**src/rtl/uart_frame_timer.sv**
```systemverilog
// UART bit/frame timing generator shared by the TX and RX paths.
// Runtime divisor and frame format; emits mid-bit, bit-end and end-of-character strobes.
module uart_frame_timer #(
  parameter int unsigned CLK_FREQ     = 50_000_000,
  parameter int unsigned DEFAULT_BAUD = 115_200,
  parameter int unsigned DIV_W        = 20
) (
  input  logic             clk,
  input  logic             rst,
  input  logic             div_load,
  input  logic [DIV_W-1:0] div_value,
  input  logic [1:0]       data_bits,
  input  logic             parity_en,
  input  logic             two_stop,
  input  logic             start,
  input  logic             abort,
  output logic             busy,
  output logic             middle,
  output logic             bitend,
  output logic [3:0]       bit_idx,
  output logic             charend,
  output logic             charended,
  output logic             div_err
);

  localparam logic [DIV_W-1:0] DIV_RST = DIV_W'(CLK_FREQ / DEFAULT_BAUD - 1);
  localparam logic [DIV_W-1:0] DIV_MIN = DIV_W'(3);

  typedef enum logic {
    IDLE,
    RUN
  } state_t;

  state_t           state, state_nx;
  logic [DIV_W-1:0] div, div_nx;
  logic [DIV_W-1:0] clk_cnt, cnt_nx;
  logic [3:0]       idx_nx;
  logic [3:0]       last_idx, last_nx;
  logic             charended_nx;
  logic             div_err_nx;

  logic             run;
  logic             mid_hit;
  logic             end_hit;
  logic             last_bit;
  logic             div_ok;
  logic [3:0]       fmt_last;

  // Index of the last stop-bit slot (frame length minus one) for the current format inputs.
  always_comb begin
    fmt_last = 4'd5 + {2'b00, data_bits} + {3'b000, parity_en} + (two_stop ? 4'd2 : 4'd1);
  end

  always_comb begin
    run      = (state == RUN);
    mid_hit  = (clk_cnt == (div >> 1));
    end_hit  = (clk_cnt == div);
    last_bit = (bit_idx == last_idx);
    div_ok   = (div_value >= DIV_MIN);

    busy     = run;
    middle   = run && mid_hit;
    bitend   = run && end_hit;
    charend  = middle && last_bit;
  end

  always_comb begin
    state_nx     = state;
    div_nx       = div;
    cnt_nx       = clk_cnt;
    idx_nx       = bit_idx;
    last_nx      = last_idx;
    charended_nx = charended;
    div_err_nx   = 1'b0;

    // The divisor only changes between frames; a load while running is flagged, not applied.
    if (div_load) begin
      if (!run && div_ok) begin
        div_nx = div_value;
      end else begin
        div_err_nx = 1'b1;
      end
    end

    if (abort) begin
      state_nx     = IDLE;
      cnt_nx       = '0;
      idx_nx       = '0;
      charended_nx = 1'b1;
    end else if (start) begin
      state_nx     = RUN;
      cnt_nx       = '0;
      idx_nx       = '0;
      last_nx      = fmt_last;
      charended_nx = 1'b0;
    end else if (run) begin
      if (end_hit) begin
        cnt_nx = '0;
        if (last_bit) begin
          state_nx     = IDLE;
          idx_nx       = '0;
          charended_nx = 1'b1;
        end else begin
          idx_nx = bit_idx + 4'd1;
        end
      end else begin
        cnt_nx = clk_cnt + DIV_W'(1);
      end
    end
  end

  always_ff @(posedge clk) begin
    if (rst) begin
      state     <= IDLE;
      div       <= DIV_RST;
      clk_cnt   <= '0;
      bit_idx   <= '0;
      last_idx  <= 4'd9;
      charended <= 1'b1;
      div_err   <= 1'b0;
    end else begin
      state     <= state_nx;
      div       <= div_nx;
      clk_cnt   <= cnt_nx;
      bit_idx   <= idx_nx;
      last_idx  <= last_nx;
      charended <= charended_nx;
      div_err   <= div_err_nx;
    end
  end

endmodule

```
**config.mk**
```make
export PLATFORM = sky130hd
export DESIGN_NAME = uart_frame_timer
export DESIGN_NICKNAME = d
export VERILOG_FILES = /design/src/rtl/uart_frame_timer.sv
export SDC_FILE = /design/constraint.sdc
export NUM_CORES = 1
export LEC_CHECK = 0
export BUFFER_PORTS_ARGS = -buffer_cell sky130_fd_sc_hd__buf_2
export CAP_MARGIN = 25
export CORE_ASPECT_RATIO = 1.2
export CORE_MARGIN = 1
export CORE_UTILIZATION = 44
export DETAILED_ROUTE_END_ITERATION = 12
export GPL_TIMING_DRIVEN = 0
export PLACE_DENSITY = 0.76
export SYNTH_ARGS = -nofsm -noshare
export SYNTH_HDL_FRONTEND = slang
export SYNTH_SLANG_ARGS = --single-unit
export TNS_END_PERCENT = 5
```
**constraint.sdc**
```tcl
create_clock -name clk -period 4.05 [get_ports clk]
set_input_delay 0.405 -clock clk [delete_from_list [all_inputs] [get_ports clk]]
set_output_delay 0.405 -clock clk [all_outputs]
set_load 0.02 [all_outputs]
```
==> impl_metrics.toml, run 1 <==
[final_layout]
diodes = 0
final_util_pct = 52.0
final_cells = 443
regArea_um2 = 1020
areaGrowthSynthToFinish_pct = 14.3
fill_cells = 594
multi_input_area_um2 = 1610
nets = 396
drive_gt1_share_pct = 16.6

[sta]
worst_slew_pin_slew_ps = 741
maxSlewHeadroom_pct = 50.2
period_share_pct = 73.2
layout_setup_ws_ps = 1090
finalSetupViolations = 0
rsz0062_at_grt = "no"
drv_slew = 0
fin_skew_ps = 7.33
fmax_mhz = 338
hold_viol_final = 0
min_period_ps = 2960
hold_slack_ps = 335
fin_setup_tns_ps = 0

[status]
status = "finished, final reports clean"

[logic_synthesis]
yosys_warnings = 0
yosys.area_share.xor_xnor_pct = 20.0
synth_compound_area_share_pct = 5.40
avgSynthCellArea_um2 = 8.75
ys_types = 38
synth_edf_count = 0
ys_async_sr_fraction_pct = 0
synthCells = 315
synthMuxAreaShare_pct = 6.17
syn-cell-area_um2 = 2760
synth_adder_area_share_pct = 3.72
synth_fp_nets = 351
synth_top_family_by_area = "simple AND/OR/NAND/NOR gates"
synth-seq-cells = 51
ys_seq_area_share_pct = 37.0
synthSimpleGateAreaFrac_pct = 23.1
ys.flop_type = "dfxtp_1"

[routing]
routedWlPerCell_um = 13.4
antenna_left = 0
drtIter0Drc = 74
dr.pass1.iters = 4
dr_total_vias = 2292
wl_mm = 5.92
via_per_inst = 5.17
drc = 0

[placement]
place_congestion = 0.866
dp_cells = 435
post-place-ws_ps = 1500
hpwlAfterDp_mm = 4.55
numPortBuffers = 38

[power_and_ir_drop]
irDropWorstVdd_uv = 211
powerDensity_nw_per_um2 = 309
p_leak_nw = 1.20

[global_route]
grt_max_degree = 15
grt.total_usage_pct = 19.3
grt_use_met1_pct = 23.2
grt_pass1_wl_mm = 9.66
grt_pass1_vias = 2117
grtUsageMet3_pct = 3.53
antenna_found_initial = 0
gr-usage-met2_pct = 33.4
overflow = 0
grt.busiest_layer = "met2"

[setup_path]
required_ps = 3640
cp_max_fo = 7
arrival_ps = 2560
end_kind = "output pin"
crit_type = "reg2out"
start_kind = "flip-flop"

[die]
core.rowCount = 31
fp.dieH_um = 88.7
start_util_pct = 45.6
die_x_um = 74.3
core_um2 = 6050
io_pins = 39
die-area_um2 = 6590

[clock_network]
numCtsBuffers = 5
cts_max_path_buffers = 2
clock_sinks = 51
cts_tree = "done"
clk_pin_slew_ps = 90
postCtsSetupBuffers = 0
htreeDepth = 2
root_buffer = "clkbuf_8"
cts_resized = 0
hold_buffers = 0
clock_latency_ps = 320

[min_path]
hold_path_class = "in2reg"

[job]
drv_cap = 0
==> registers in the layout (all words and copies together), names as in the netlist <==
register / flops
clk_cnt: 20
busy: 1
bit_idx: 4
div: 20
div_err: 1
charended: 1
last_idx: 4
==> final cells by class <==
class	count	area share, %
clock buffer	8	3.18
inverter	9	1.07
buffer	21	2.90
multi-input combinational	234	51.1
tap	82	3.26
sequential	51	32.4
timing repair buffer	38	6.04
==> stage by stage <==
stage / instance area, um^2 / total power [mW]
floorplan: 2760 / 0.621
global placement: 3050 / 0.656
detailed placement: 3050 / 0.660
CTS: 3150 / 0.976
global route: 3150 / 1.01
finish: 3150 / 0.974
==> cells in the mapped netlist (2+ instances only) <==
cell / instances / share of area (%)
nor2_1: 48 / 6.5
nand3_1: 9 / 1.6
a211oi_1: 3 / 0.82
nand4_1: 15 / 3.4
xnor2_1: 44 / 14
a41oi_1: 3 / 0.95
dfxtp_1: 51 / 37
inv_1: 9 / 1.2
fa_1: 2 / 1.5
and3_4: 2 / 0.82
nand2_1: 12 / 1.6
o21ai_0: 2 / 0.36
and2_1: 3 / 0.68
buf_2: 7 / 1.3
mux2i_1: 17 / 6.2
and4_1: 3 / 0.95
o21a_1: 2 / 0.54
xor2_1: 19 / 6.0
nor4_1: 8 / 1.8
nor2b_1: 3 / 0.68
clkbuf_1: 12 / 1.6
ha_1: 5 / 2.3
nor3_1: 11 / 2.0
and3_1: 4 / 0.91
a21oi_1: 7 / 1.3
a31oi_1: 2 / 0.45
==> worst max-delay path: stages, from the launching register on <==
cell and delay [ps]:
dfxtp_1 320, clkbuf_1 310, xor2_1 110, nor4_1 280, nand4_1 150, nor4_1 680
and2_1 230, buf_2 160
==> final timing paths <==
| check | slack [ps] | from | to | depth (start not counted) |
|---|---|---|---|---|
| worst max-delay path | 1090 | clk_cnt[2] | charend | 7 |
| worst min-delay path | 340 | div_value[15] | div[15] | 3 |
| worst max register to register | 2050 | clk_cnt[3] | clk_cnt[13] | 7 |
| worst min register to register | 510 | div[6] | div[6] | 2 |
==> power breakdown <==
| part | switching (mW) | internal (mW) |
|---|---|---|
| combinational | 0.0576 | 0.0550 |
| clock | 0.170 | 0.156 |
| sequential | 0.0178 | 0.518 |
| total | 0.245 | 0.729 |
==> per-layer routing <==
layer	up-vias	wire [um]	part of all wire (%)
li1	1161	-	-
met1	1069	2620	44
met2	49	2900	49
met3	13	192	3.2
met4	0	201	3.4
met5	-	0	0
==> layout by cell type (no fill, tap or decap), types with 9 or more instances in the layout <==
| master | count |
|---|---|
| xnor2_1 | 44 |
| nor2_1 | 48 |
| buf_2 | 45 |
| nand3_1 | 9 |
| clkbuf_1 | 13 |
| dfxtp_1 | 51 |
| nand4_1 | 15 |
| nand2_1 | 12 |
| mux2i_1 | 17 |
| inv_1 | 9 |
| nor3_1 | 11 |
| xor2_1 | 19 |
==> kinds of logic after synthesis <==
| kind of cell | after synthesis |
|---|---|
| AO/OA/AOI/OAI | 22 |
| XOR/XNOR | 63 |
| adder cells (fa/ha/maj) | 7 |
| buffers and inverters | 30 |
| flip-flops | 51 |
| multiplexers | 17 |
| AND/OR/NAND/NOR | 125 |
Power figures use the tool's default switching activity.
==> run 2, diff against run 1 <==
Settings changed: PLACE_DENSITY 0.76 to 0.78.
Clock period 4.05 ns to 2.67 ns, I/O delays scaled along.
==> run 2 against run 1 <==
- sequential power increased by 52%
- via count rose by 1.5%
- cell count fell by 0.45%
- critical path type unchanged
- clock skew down 0.87 ps
- non-clock buffer count shrank 1
- largest power group unchanged
- routed wire length is 3.1% higher
- critical endpoint unchanged
- critical path depth unchanged
- register-to-register slack worse by 1400 ps
- sequential cell count stayed put
==> impl_metrics.toml, run 2 (synthesis results as in run 1) <==
[global_route]
grt.total_usage_pct = 20.1
antenna_found_initial = 0
grt_pass1_wl_mm = 10.1
grt.busiest_layer = "met2"
gr-usage-met2_pct = 35.3
grt_pass1_vias = 2187
grt_use_met1_pct = 23.6
grt_max_degree = 15
grtUsageMet3_pct = 3.42
overflow = 0

[routing]
drtIter0Drc = 63
routedWlPerCell_um = 13.8
drc = 0
antenna_left = 0
via_per_inst = 5.27
wl_mm = 6.10
dr_total_vias = 2326
dr.pass1.iters = 4

[setup_path]
r2r-start = "clk_cnt[4]"
regToRegEndpoint = "clk_cnt[2]"
crit_type = "reg2out"
crit_start = "clk_cnt[7]"
cp_max_fo = 7
reg2reg_setup_slack_ps = 670
cpMaxStageDelayCell = "nor4_4"
start_kind = "flip-flop"
r2r_cells = 7
end_kind = "output pin"
arrival_ps = 2250
critPathMaxStageDelay_ps = 430
required_ps = 2400
critPathCapture = "charend"
path_cells = "clkbuf_1 > xor2_1 > nor4_1 > nand4_1 > nor4_4 > and2_1 > buf_2"

[die]
die-area_um2 = 6590
start_util_pct = 45.6
core_um2 = 6050
io_pins = 39
core.rowCount = 31
die_x_um = 74.3
fp.dieH_um = 88.7

[sta]
min_period_ps = 2520
rsz0062_at_grt = "no"
fmax_mhz = 397
worst_slew_pin_slew_ps = 696
finalSetupViolations = 0
period_share_pct = 94.4
hold_slack_ps = 201
fin_skew_ps = 6.46
fin_setup_tns_ps = 0
maxSlewHeadroom_pct = 53.3
hold_viol_final = 0
drv_slew = 0

[clock_network]
cts_tree = "done"
hold_buffers = 0
postCtsSetupBuffers = 0
cts_max_path_buffers = 2
numCtsBuffers = 5
clk_pin_slew_ps = 90
htreeDepth = 2
clock_latency_ps = 310
root_buffer = "clkbuf_8"
clock_sinks = 51

[min_path]
hold_path_class = "in2reg"

[placement]
hpwlAfterDp_mm = 4.67
dp_cells = 435
numPortBuffers = 38
place_congestion = 0.915

[final_layout]
fill_cells = 585
nets = 395
mostFrequentLayoutCell = "dfxtp_1"
mostFrequentLayoutCells = "dfxtp_1 (51), nor2_1 (48), buf_2 (45), xnor2_1 (44), xor2_1 (19)"
diodes = 0
areaGrowthSynthToFinish_pct = 14.2
drive_gt1_share_pct = 17.0
final_util_pct = 52.0
final_cells = 441
largestRegisters = "clk_cnt (20), div (20)"
multi_input_area_um2 = 1630
regArea_um2 = 1020

[power_and_ir_drop]
irDropWorstVdd_uv = 347
p_leak_nw = 1.21
powerDensity_nw_per_um2 = 457

[job]
drv_cap = 0

[status]
status = "finished, final reports clean"
-- run 2: changes by cell type in the layout (fill, tap and decap cells not counted) --
cell      before  now
clkbuf_1      13   11
clkbuf_8       7    6
clkinv_2       0    1
nor4_1         8    7
nor4_4         0    1
-- run 2: worst min path at each step --
stage | from | to | slack (ps) | cells past startpoint
2_1_floorplan | rst | charended | 370 | 2
3_3_place_gp | div[6] | div[6] | 490 | 2
3_5_place_dp | div[6] | div[6] | 490 | 2
4_1_cts | abort | charended | 200 | 3
5_1_grt | start | charended | 210 | 2
6_report | div_value[14] | div[14] | 200 | 3
-- run 2: area by class of cell --
| class | instances | area share, % |
|---|---|---|
| Multi-Input combinational cell | 234 | 51.6 |
| Sequential cell | 51 | 32.4 |
| Timing Repair Buffer | 38 | 6.04 |
| Tap cell | 82 | 3.26 |
| Buffer | 20 | 2.78 |
| Clock buffer | 6 | 2.62 |
| Inverter | 9 | 1.07 |
| Clock inverter | 1 | 0.159 |
-- run 2: per-stage QoR --
step | instance area, um^2 | setup WS (ps) | power, mW
after floorplan | 2760 | 304 | 0.942
after global placement | 3050 | 276 | 0.994
after detailed placement | 3050 | 292 | 1.00
after CTS | 3140 | 101 | 1.44
after global routing | 3150 | 12.8 | 1.49
final | 3150 | 150 | 1.44
-- run 2: metal layers --
| layer | wire length [um] | vias up | share of wire, % |
|---|---|---|---|
| li1 | - | 1151 | - |
| met1 | 2630 | 1091 | 43 |
| met2 | 3090 | 69 | 51 |
| met3 | 217 | 15 | 3.6 |
| met4 | 166 | 0 | 2.7 |
| met5 | 0 | - | 0 |
-- run 2: where the power goes --
group | switching (mW) | total (mW) | internal [mW]
clock | 0.248 | 0.452 | 0.204
sequential | 0.0273 | 0.813 | 0.785
combinational | 0.0904 | 0.174 | 0.0835
total | 0.366 | 1.44 | 1.07
-- run 2: what timing repair did --
action	CTS	global route
gates cloned	0	0
endpoints found under the setup margin	1	2
endpoints found under the hold margin	0	0
resized for setup	1	1
-- run 2: worst max-delay path, delay by kind of cell (launching register included) --
kind                      cells  cell delay, ps
buffers and inverters         2             480
and+or+nand+nor               4            1030
DFF                           1             320
xor gates and xnor gates      1             120
